[src/rtl/shiftreg_ctrl_pkg.sv]
// Shared types and helpers for the shiftreg sequencing controller.
// PAR state is only reachable when SHIFTREG_CTRL_PARITY_EN is defined.
package shiftreg_ctrl_pkg;

    localparam int unsigned SR_W_DEFAULT = 8;
    localparam int unsigned SR_MAX_W     = 64;

    typedef enum logic [1:0] {
        IDLE  = 2'd0,
        LOAD  = 2'd1,
        SHIFT = 2'd2,
        PAR   = 2'd3
    } state_e;

    function automatic int unsigned cnt_width(input int unsigned w);
        return (w > 1) ? $clog2(w) : 1;
    endfunction

    // Reverses the low w bits of v; bits at and above w come back as zero.
    function automatic logic [SR_MAX_W-1:0] bit_reverse(input logic [SR_MAX_W-1:0] v,
                                                         input int unsigned w);
        logic [SR_MAX_W-1:0] r;
        r = '0;
        for (int unsigned i = 0; i < SR_MAX_W; i++) begin
            if (i < w) begin
                r[i] = v[w-1-i];
            end
        end
        return r;
    endfunction

    function automatic logic parity(input logic [SR_MAX_W-1:0] v);
        return ^v;
    endfunction

endpackage

[src/rtl/shiftreg_ctrl_if.sv]
// Producer-side word handshake plus sink-side serial stream of shiftreg_ctrl.
interface shiftreg_ctrl_if
    import shiftreg_ctrl_pkg::*;
#(
    parameter int unsigned W = SR_W_DEFAULT
);
    logic         in_valid;
    logic [W-1:0] in_data;
    logic         in_ready;
    logic         ser_valid;
    logic         ser_bit;
    logic         ser_last;

    modport master (
        output in_valid, in_data,
        input  in_ready, ser_valid, ser_bit, ser_last
    );

    modport slave (
        input  in_valid, in_data,
        output in_ready, ser_valid, ser_bit, ser_last
    );
endinterface

[src/rtl/shiftreg_ctrl.sv]
// Sequences words into an external shiftreg and frames its serial output.
// Optional trailing even-parity bit: define SHIFTREG_CTRL_PARITY_EN.
module shiftreg_ctrl
    import shiftreg_ctrl_pkg::*;
#(
    parameter int unsigned W         = SR_W_DEFAULT,
    parameter bit          LSB_FIRST = 1'b0,
    parameter logic        FILL      = 1'b0,
    parameter int unsigned CNT_W     = 16
) (
    input  logic             clk,
    input  logic             rst,
    shiftreg_ctrl_if.slave   bus,
    output logic             sr_w_en,
    output logic [W-1:0]     sr_w_data,
    output logic             sr_in_bit,
    input  logic             sr_out_bit,
    output logic             busy,
    output logic [CNT_W-1:0] frame_cnt
);
    localparam int unsigned    CW       = cnt_width(W);
    localparam logic [CW-1:0]  CNT_LAST = CW'(W - 1);

    state_e              state_q, state_d;
    logic [CW-1:0]       cnt_q, cnt_d;
    logic [W-1:0]        word_q, word_d;
    logic [CNT_W-1:0]    frame_cnt_q, frame_cnt_d;
    logic [SR_MAX_W-1:0] word_ext;
    logic [W-1:0]        load_word;
    logic                frame_end;

    always_comb begin
        word_ext         = '0;
        word_ext[W-1:0]  = word_q;
    end

    assign load_word = LSB_FIRST ? W'(bit_reverse(word_ext, W)) : word_q;

    always_ff @(posedge clk) begin
        if (rst) begin
            state_q     <= IDLE;
            cnt_q       <= '0;
            word_q      <= '0;
            frame_cnt_q <= '0;
        end else begin
            state_q     <= state_d;
            cnt_q       <= cnt_d;
            word_q      <= word_d;
            frame_cnt_q <= frame_cnt_d;
        end
    end

    always_comb begin
        state_d       = state_q;
        cnt_d         = cnt_q;
        word_d        = word_q;
        frame_cnt_d   = frame_cnt_q;
        frame_end     = 1'b0;
        bus.in_ready  = 1'b0;
        bus.ser_valid = 1'b0;
        bus.ser_bit   = 1'b0;
        bus.ser_last  = 1'b0;
        sr_w_en       = 1'b0;
        sr_w_data     = word_q;

        case (state_q)
            IDLE: begin
                bus.in_ready = 1'b1;
                if (bus.in_valid) begin
                    word_d  = bus.in_data;
                    state_d = LOAD;
                end
            end
            LOAD: begin
                sr_w_en   = 1'b1;
                sr_w_data = load_word;
                cnt_d     = '0;
                state_d   = SHIFT;
            end
            SHIFT: begin
                bus.ser_valid = 1'b1;
                bus.ser_bit   = sr_out_bit;
                cnt_d         = cnt_q + 1'b1;
                if (cnt_q == CNT_LAST) begin
                    cnt_d = '0;
`ifdef SHIFTREG_CTRL_PARITY_EN
                    state_d = PAR;
`else
                    frame_end = 1'b1;
`endif
                end
            end
`ifdef SHIFTREG_CTRL_PARITY_EN
            PAR: begin
                bus.ser_valid = 1'b1;
                bus.ser_bit   = parity(word_ext);
                frame_end     = 1'b1;
            end
`endif
            default: begin
                state_d = IDLE;
            end
        endcase

        // Final frame bit: flag last, count the frame and allow a back-to-back accept.
        if (frame_end) begin
            bus.ser_last = 1'b1;
            bus.in_ready = 1'b1;
            frame_cnt_d  = frame_cnt_q + 1'b1;
            if (bus.in_valid) begin
                word_d  = bus.in_data;
                state_d = LOAD;
            end else begin
                state_d = IDLE;
            end
        end
    end

    assign sr_in_bit = FILL;
    assign busy      = (state_q != IDLE);
    assign frame_cnt = frame_cnt_q;
endmodule

[src/flat_wrapper.sv]
// flat-port wrapper written by rule: the top's interface ports become plain ports
module shiftreg_ctrl_flat import shiftreg_ctrl_pkg::*;
#(
    parameter int unsigned W         = SR_W_DEFAULT,
    parameter bit          LSB_FIRST = 1'b0,
    parameter logic        FILL      = 1'b0,
    parameter int unsigned CNT_W     = 16
)
  (clk, rst, sr_w_en, sr_w_data, sr_in_bit, sr_out_bit, busy, frame_cnt, bus_in_valid, bus_in_data, bus_in_ready, bus_ser_valid, bus_ser_bit, bus_ser_last);
  shiftreg_ctrl_if #(.W(W)) bus_i ();
  input  logic clk;
  input  logic rst;
  output logic sr_w_en;
  output logic [W-1:0] sr_w_data;
  output logic sr_in_bit;
  input  logic sr_out_bit;
  output logic busy;
  output logic [CNT_W-1:0] frame_cnt;
  input wire logic [$bits(bus_i.in_valid)-1:0] bus_in_valid;
  input wire logic [$bits(bus_i.in_data)-1:0] bus_in_data;
  output wire logic [$bits(bus_i.in_ready)-1:0] bus_in_ready;
  output wire logic [$bits(bus_i.ser_valid)-1:0] bus_ser_valid;
  output wire logic [$bits(bus_i.ser_bit)-1:0] bus_ser_bit;
  output wire logic [$bits(bus_i.ser_last)-1:0] bus_ser_last;
  assign bus_i.in_valid = bus_in_valid;
  assign bus_i.in_data = bus_in_data;
  assign bus_in_ready = bus_i.in_ready;
  assign bus_ser_valid = bus_i.ser_valid;
  assign bus_ser_bit = bus_i.ser_bit;
  assign bus_ser_last = bus_i.ser_last;
  shiftreg_ctrl #(.W(W), .LSB_FIRST(LSB_FIRST), .FILL(FILL), .CNT_W(CNT_W)) u_core (.clk(clk), .rst(rst), .bus(bus_i), .sr_w_en(sr_w_en), .sr_w_data(sr_w_data), .sr_in_bit(sr_in_bit), .sr_out_bit(sr_out_bit), .busy(busy), .frame_cnt(frame_cnt));
endmodule
[config.mk]
export PLATFORM = sky130hd
export DESIGN_NAME = shiftreg_ctrl_flat
export DESIGN_NICKNAME = d
export VERILOG_FILES = /design/src/rtl/shiftreg_ctrl_pkg.sv /design/src/rtl/shiftreg_ctrl_if.sv /design/src/rtl/shiftreg_ctrl.sv /design/src/flat_wrapper.sv
export SDC_FILE = /design/constraint.sdc
export NUM_CORES = 1
export LEC_CHECK = 0
export CELL_PAD_IN_SITES_DETAIL_PLACEMENT = 0
export CELL_PAD_IN_SITES_GLOBAL_PLACEMENT = 2
export CORE_MARGIN = 2
export CORE_UTILIZATION = 28
export CTS_CLUSTER_SIZE = 12
export DETAILED_ROUTE_END_ITERATION = 6
export PLACE_DENSITY_LB_ADDON = 0.1
export SYNTH_ARGS = -nofsm -noshare
export SYNTH_HDL_FRONTEND = slang
export SYNTH_SLANG_ARGS = --single-unit
[constraint.sdc]
create_clock -name clk -period 4.7 [get_ports clk]
set_clock_uncertainty 0.15 [all_clocks]
set_input_delay 0.94 -clock clk [delete_from_list [all_inputs] [get_ports clk]]
set_output_delay 0.94 -clock clk [all_outputs]
set_load 0.005 [all_outputs]
==> impl_metrics.yaml, run 1 <==
clock_network:
  cts_made_buffers: 5
  cts_tree: "yes"
  clk_pin_slew_worst_paths_ns: 0.07
  worstSkewPairLatency_ns: 0.28
  root_buffer: "clkbuf_8"
  postCtsSetupRepairBufs: 0
  hold_buffers: 0
  htreeDepth: 2
  clk_path_buf_depth: 2
  clkSinkCount: 29
  cts_resized: 0
critical_path:
  worstPathArrival_ns: 1.99
  worst_ep_required_time_ns: 3.61
  crit_type: "input port to primary output"
  rr_endpoint: "u_core.frame_cnt[15]$_SDFFE_PP0P_"
  end_kind: "primary output"
  worstReg2RegStart: "u_core.state_q[0]$_SDFFE_PP0P_"
  worst_setup_path_start_kind: "input port"
  startpoint: "sr_out_bit"
  reg2regPathDepth: 7
  path_max_fanout: 1
  rrSetupSlack_ns: 2.63
grt:
  grt_pass1_wl_um: 5060
  grt-ovfl-total: 0
  track_usage: 0.126
  grt_pass1_vias: 1107
  antenna_found_initial: 0
  grt_max_degree: 31
timing:
  finalHoldViolations: 0
  worst_slew_pin_slew_ns: 1.12
  period_share: 0.655
  finalSetupViolCount: 0
  fmax_mhz: 325
  rsz0062_at_grt: "no"
  setup_tns_ns: 0
  finalMaxSlewViolations: 0
  timing.slew.headroom: 0.251
  period_needed_ns: 3.08
status:
  status: "finished, final reports clean"
floorplan:
  die_w_um: 72.9
  ios: 43
  rows: 25
  dieArea_sq_mm: 0.00531
  die_h_um: 72.9
  core_sq_mm: 0.00466
  start_util: 0.285
layout:
  final_layout_size_suffix_gt1_frac: 0.0745
  nNetsFinal: 206
  final_common_cell: "clkdlybuf4s50_1"
  synthToLayoutAreaGrowth_pct: 40.8
  fin_cells: 242
  layout_common_cells: "clkdlybuf4s50_1, dfxtp_1, nor2_1, nand2_1"
  diodes: 0
  nFillCells: 490
hold_path:
  hp-start: "u_core.cnt_q[1]$_SDFFE_PP0P_"
  min_to: "u_core.cnt_q[1]$_SDFFE_PP0P_"
  whs_path_depth: 2
  min_path_type: "register to register"
synthesis:
  synth_top_cell_by_area: "dfxtp_1"
  ys_types: 32
  yosysSeqAreaShare: 0.437
  synth_nets: 162
  synth_area_per_cell_sq_um: 9.28
  synthCells: 143
  synth_top_area_frac: 0.437
  synth_seq_cells: 29
  yosysWarnings: 0
  ys_top_cells_by_area: "dfxtp_1, mux2i_1, ha_1"
  syn_area_sq_mm: 0.00133
pwr:
  power_density_mw_per_mm2: 363
  leakage_nw: 0.741
  p_total_mw: 0.678
  irDropWorstVdd_uv: 185
drt:
  drc: 0
  wl_met3_um: 137
  wl_per_cell_um: 12.3
  drt-initial-drc-count: 52
  drt-met1-wl_um: 1320
  num_vias: 1138
  wl_met2_um: 1490
  viasPerCell: 4.70
  wirelength_um: 2980
  first_pass_iters: 4
  highest_layer: "met4"
  ant_nets: 0
placed_design:
  dp_hpwl_um: 2160
  gp_congestion: 0.753
  portBuffers: 41
  placed_cells: 234
job:
  cap_viol_max_count: 0
-- stage by stage --
stage | util | instance area [sq um] | setup slack, ns | hold slack [ns]
after global placement | 0.383 | 1790 | 1.62 | 0.308
final | 0.401 | 1870 | 1.62 | 0.331
after global routing | 0.401 | 1870 | 1.60 | 0.365
after CTS | 0.401 | 1870 | 1.62 | 0.329
after floorplan | - | 1330 | 2.53 | 0.299
after detailed placement | 0.383 | 1790 | 1.62 | 0.319
-- Yosys cell counts, drive strengths merged --
cell type	instances
a311oi	1
nor2	23
nor3	1
o21ai	3
xor2	9
inv	4
clkbuf	2
mux2i	9
and2	1
a21oi	7
nand3	7
o31ai	2
and3	1
or3	1
nand4	7
xnor2	2
conb	1
buf	2
and4	3
dfxtp	29
mux2	1
nor2b	2
nand2	13
nand2b	2
ha	7
or4	3
-- area by class of cell --
class	instances	area, sq um	area share
multi-input combinational	106	706	0.378
clock inverter	2	10.0	0.00535
timing repair buffer	41	410	0.220
clock buffer	6	72.6	0.0388
sequential	29	581	0.311
tap	54	67.6	0.0361
inverter	4	22.5	0.0120
-- critical path, stage by stage --
cell and delay [ns]:
clkdlybuf4s50_1 0.44, and2_1 0.11, clkdlybuf4s50_1 0.49
-- routing by layer --
metal  GRT usage  vias to the layer above
met5           0                        -
met4      0.0556                        0
met3      0.0497                        2
met2       0.207                       24
met1       0.144                      531
li1            -                      581
-- worst max-delay path by stage --
stage	depth (start not counted)	end	slack [ns]
final	3	bus_ser_bit	1.62
after global routing	3	bus_ser_bit	1.60
after CTS	3	bus_ser_bit	1.62
after detailed placement	3	bus_ser_bit	1.62
after global placement	3	bus_ser_bit	1.62
after floorplan	1	bus_ser_bit	2.53
-- report_power, final --
group	switching (mW)	internal [mW]	total, mW
Combinational	0.0886	0.113	0.202
Clock	0.0945	0.102	0.197
Sequential	0.0128	0.267	0.279
-- kinds of logic after synthesis --
| group | after synthesis | synth area share |
|---|---|---|
| buffers and inverters | 8 | 0.0311 |
| AOI/OAI and AO/OA | 13 | 0.0584 |
| muxes | 10 | 0.0763 |
| adders and majority gates | 7 | 0.0660 |
| and+or+nand+nor | 64 | 0.255 |
| xor gates and xnor gates | 11 | 0.0726 |
| other | 1 | 0.00282 |
| DFF | 29 | 0.437 |
No activity file was read; power rests on OpenSTA's default activity.
==> inputs of run 2 (changes only) <==
CORE_UTILIZATION = 26   (was 28)
clock period = 3 ns   (was 4.7 ns; I/O delays follow)
==> run 2 against run 1 <==
  * Via count down 0.88%
  * Die area is 7.3% higher
  * Setup slack worse by 1.2 ns
==> impl_metrics.yaml, run 2 (synthesis results as in run 1) <==
timing:
  finalHoldViolations: 0
  timing.slew.headroom: 0.629
  worst_slew_pin_slew_ns: 0.557
  period_share: 0.850
  finalWorstSetupSlack_ns: 0.450
  finalSetupViolCount: 0
  period_needed_ns: 2.55
  fmax_mhz: 392
  rsz0062_at_grt: "no"
  finalMaxSlewViolations: 0
  setup_tns_ns: 0
floorplan:
  die_w_um: 75.5
  dieArea_sq_mm: 0.00569
  rows: 26
  core_sq_mm: 0.00501
  start_util: 0.265
  die_h_um: 75.5
  ios: 43
clock_network:
  worstSkewPairLatency_ns: 0.28
  htreeDepth: 2
  root_buffer: "clkbuf_8"
  cts_tree: "yes"
  clkSinkCount: 29
  hold_buffers: 0
  clk_path_buf_depth: 2
  cts_made_buffers: 5
  cts_resized: 0
  clk_pin_slew_worst_paths_ns: 0.06
  postCtsSetupRepairBufs: 0
status:
  status: "finished, final reports clean"
drt:
  wl_met3_um: 144
  drt-initial-drc-count: 58
  highest_layer: "met4"
  wl_met2_um: 1470
  viasPerCell: 4.36
  ant_nets: 0
  drt-met1-wl_um: 1390
  wirelength_um: 3050
  drc: 0
  first_pass_iters: 3
  num_vias: 1128
  wl_per_cell_um: 11.8
critical_path:
  worst_ep_required_time_ns: 2.25
  crit_buf_inv: 3
  worstPathArrival_ns: 1.80
  reg2regPathDepth: 7
  worstReg2RegStart: "u_core.cnt_q[0]$_SDFFE_PP0P_"
  cpPeakStageDelay_ns: 0.50
  crit_type: "register to primary output"
  crit_cells: 5
  worst_setup_path_start_kind: "register"
  end_kind: "primary output"
  worst_setup_path_endpoint: "bus_ser_last"
  cpLargestDelayFamily: "buffers and inverters"
  startpoint: "u_core.state_q[0]$_SDFFE_PP0P_"
  crit_chain: "inv_1 -> ha_1 -> nand2_4 -> inv_8 -> clkdlybuf4s50_1"
  rrSetupSlack_ns: 1.01
  cp_slowest_cell: "clkdlybuf4s50_1"
  path_max_fanout: 10
hold_path:
  min_path_type: "register to register"
layout:
  final_layout_size_suffix_gt1_frac: 0.0847
  layout_common_cells: "clkdlybuf4s50_1, dfxtp_1, nor2_1, nand2_1"
  nNetsFinal: 207
  diodes: 0
  nFillCells: 539
  final_common_cell: "clkdlybuf4s50_1"
  final_util: 0.382
  synthToLayoutAreaGrowth_pct: 44.3
  fin_cells: 259
placed_design:
  portBuffers: 41
  dpl_worst_slack_ns: 0.599
  dp_hpwl_um: 2170
  gp_congestion: 0.685
  placed_cells: 251
job:
  cap_viol_max_count: 0
grt:
  grt_pass1_vias: 1118
  grt_max_degree: 30
  antenna_found_initial: 0
  grt_pass1_wl_um: 5090
  grt-ovfl-total: 0
  track_usage: 0.120
pwr:
  leakage_nw: 0.755
  power_density_mw_per_mm2: 580
  irDropWorstVdd_uv: 417
## run 2: metrics by stage
step | cell area (sq um) | hold WS [ns] | total power, mW
after floorplan | 1330 | 0.299 | 0.620
after global placement | 1810 | 0.311 | 0.760
after detailed placement | 1810 | 0.325 | 0.765
after CTS | 1920 | 0.333 | 1.13
after global routing | 1920 | 0.369 | 1.17
final | 1920 | 0.328 | 1.11
## run 2: layout make-up
type | instances | area [sq um] | share of cell area
Clock inverter | 1 | 5.00 | 0.00261
Inverter | 4 | 22.5 | 0.0118
Sequential cell | 29 | 581 | 0.303
Tap cell | 70 | 87.6 | 0.0457
Multi-Input combinational cell | 106 | 706 | 0.368
Clock buffer | 7 | 96.3 | 0.0503
Timing Repair Buffer | 42 | 418 | 0.218
## run 2: layer usage
layer,up-vias,track usage
met5,-,0
met4,0,0.0468
met3,4,0.0397
met2,27,0.200
met1,516,0.142
li1,581,-
## run 2: worst min path at each step
stage	start	end	slack, ns	depth (start not counted)
2_1_floorplan	u_core.cnt_q[1]$_SDFFE_PP0P_	u_core.cnt_q[1]$_SDFFE_PP0P_	0.30	2
3_3_place_gp	u_core.cnt_q[1]$_SDFFE_PP0P_	u_core.cnt_q[1]$_SDFFE_PP0P_	0.31	2
3_5_place_dp	u_core.frame_cnt[15]$_SDFFE_PP0P_	u_core.frame_cnt[15]$_SDFFE_PP0P_	0.33	2
4_1_cts	u_core.cnt_q[1]$_SDFFE_PP0P_	u_core.cnt_q[1]$_SDFFE_PP0P_	0.33	2
5_1_grt	u_core.frame_cnt[14]$_SDFFE_PP0P_	u_core.frame_cnt[14]$_SDFFE_PP0P_	0.37	2
6_report	u_core.frame_cnt[15]$_SDFFE_PP0P_	u_core.frame_cnt[15]$_SDFFE_PP0P_	0.33	2
## run 2: power breakdown
group	total [mW]	leakage, nW	switching (mW)	internal [mW]
Clock	0.357	0.0542	0.150	0.207
Combinational	0.317	0.465	0.139	0.178
Sequential	0.436	0.235	0.0188	0.417
## run 2: tightest hold or removal path: stages, from the launching register on
cell and delay [ns]:
dfxtp_1 0.32, o31ai_1 0.06, a21oi_1 0.05
==> inputs of run 3 (changes only) <==
REMOVE_ABC_BUFFERS = 1   (was default)
==> run 3 against run 2 <==
  * Sequential cell count stayed put
  * Register-to-register slack hardly changed
  * Critical path depth is the same
  * Fmax up 0.75%
  * Largest cell class unchanged
  * Highest routed layer unchanged
==> impl_metrics.yaml, run 3 (synthesis results as in run 1) <==
status:
  status: "finished, final reports clean"
clock_network:
  clk_path_buf_depth: 2
  cts_tree: "yes"
  hold_buffers: 0
  cts_made_buffers: 5
  worstSkewPairLatency_ns: 0.28
  clkSinkCount: 29
  htreeDepth: 2
  cts_resized: 0
  root_buffer: "clkbuf_8"
  postCtsSetupRepairBufs: 0
  clk_pin_slew_worst_paths_ns: 0.07
drt:
  drc: 0
  num_vias: 1147
  viasPerCell: 4.43
  wl_per_cell_um: 11.9
  ant_nets: 0
  drt-initial-drc-count: 58
  wirelength_um: 3070
  first_pass_iters: 4
timing:
  setup_tns_ns: 0
  fmax_mhz: 395
  worst_slew_pin_slew_ns: 0.558
  rsz0062_at_grt: "no"
  period_share: 0.844
  finalMaxSlewViolations: 0
  finalSetupViolCount: 0
  finalHoldViolations: 0
  period_needed_ns: 2.53
  timing.slew.headroom: 0.628
  finalWorstSetupSlack_ns: 0.469
layout:
  final_layout_size_suffix_gt1_frac: 0.0794
  final_common_cell: "clkdlybuf4s50_1"
  layout_common_cells: "clkdlybuf4s50_1, dfxtp_1, nor2_1, nand2_1"
  final_util: 0.381
  nFillCells: 547
  nNetsFinal: 208
  diodes: 0
  synthToLayoutAreaGrowth_pct: 43.7
hold_path:
  hp-start: "u_core.frame_cnt[15]$_SDFFE_PP0P_"
  min_path_type: "register to register"
  whs_path_depth: 2
  min_to: "u_core.frame_cnt[15]$_SDFFE_PP0P_"
critical_path:
  crit_chain: "inv_1 -> ha_1 -> nand2_4 -> inv_8 -> clkdlybuf4s50_1"
  path_max_fanout: 10
  cp_slowest_cell: "clkdlybuf4s50_1"
  worstPathArrival_ns: 1.78
  worst_ep_required_time_ns: 2.25
  end_kind: "primary output"
  cpPeakStageDelay_ns: 0.50
  rrSetupSlack_ns: 1.02
  reg2regPathDepth: 7
  crit_type: "register to primary output"
  worst_setup_path_start_kind: "register"
  worstReg2RegStart: "u_core.cnt_q[0]$_SDFFE_PP0P_"
floorplan:
  core_sq_mm: 0.00501
  die_h_um: 75.5
  rows: 26
  dieArea_sq_mm: 0.00569
  die_w_um: 75.5
  ios: 43
  start_util: 0.265
job:
  cap_viol_max_count: 0
pwr:
  leakage_nw: 0.750
  irDropWorstVdd_uv: 266
  power_density_mw_per_mm2: 565
grt:
  grt_max_degree: 17
  grt-ovfl-total: 0
  track_usage: 0.120
  grt_pass1_wl_um: 5090
  antenna_found_initial: 0
  grt_pass1_vias: 1107
placed_design:
  dpl_worst_slack_ns: 0.591
  portBuffers: 41
  dp_hpwl_um: 2270
  gp_congestion: 0.702
-- run 3: cell count changes in the layout (fill, tap and decap cells not counted), sizes merged --
cell,change
buf,+1
clkinv,-1
-- run 3: report_power, final --
group	switching, mW	total (mW)	internal [mW]
combinational	0.138	0.317	0.179
sequential	0.0181	0.436	0.417
clock	0.143	0.324	0.182
-- run 3: worst max-delay path by stage --
stage	slack (ns)	to	start
floorplan	1.18	u_core.frame_cnt[15]$_SDFFE_PP0P_	u_core.state_q[0]$_SDFFE_PP0P_
global placement	0.60	bus_ser_bit	sr_out_bit
detailed placement	0.59	bus_ser_bit	sr_out_bit
CTS	0.42	bus_ser_last	u_core.state_q[0]$_SDFFE_PP0P_
global route	0.36	bus_ser_last	u_core.state_q[0]$_SDFFE_PP0P_
finish	0.47	bus_ser_last	u_core.state_q[0]$_SDFFE_PP0P_
-- run 3: per-layer routing --
| layer | share of wire | GRT usage | vias up |
|---|---|---|---|
| met5 | 0 | 0 | - |
| met4 | 0.012 | 0.0526 | 0 |
| met3 | 0.044 | 0.0357 | 5 |
| met2 | 0.50 | 0.198 | 29 |
| met1 | 0.45 | 0.145 | 529 |
| li1 | - | - | 584 |
-- run 3: layout make-up --
class | count | area (sq um) | share of cell area
multi-input cells | 106 | 706 | 0.370
flip-flops and latches | 29 | 581 | 0.304
inverters | 4 | 22.5 | 0.0118
repair buffers | 43 | 425 | 0.223
clock buffers | 7 | 86.3 | 0.0452
well taps | 70 | 87.6 | 0.0459
-- run 3: worst max-delay path: cells and delay by family, from the launching register on --
kind	cells	cell delay, ns
buf+inv	3	0.70
fa+ha+maj	1	0.36
flops	1	0.32
simple gates	1	0.13
-- run 3: metrics by stage --
step	power, mW	instance area (sq um)	instances	hold slack (ns)
2_1_floorplan	0.614	1310	139	0.293
3_3_place_gp	0.764	1820	252	0.312
3_5_place_dp	0.766	1820	252	0.329
4_1_cts	1.10	1910	259	0.338
5_1_grt	1.15	1910	259	0.358
6_report	1.08	1910	259	0.330
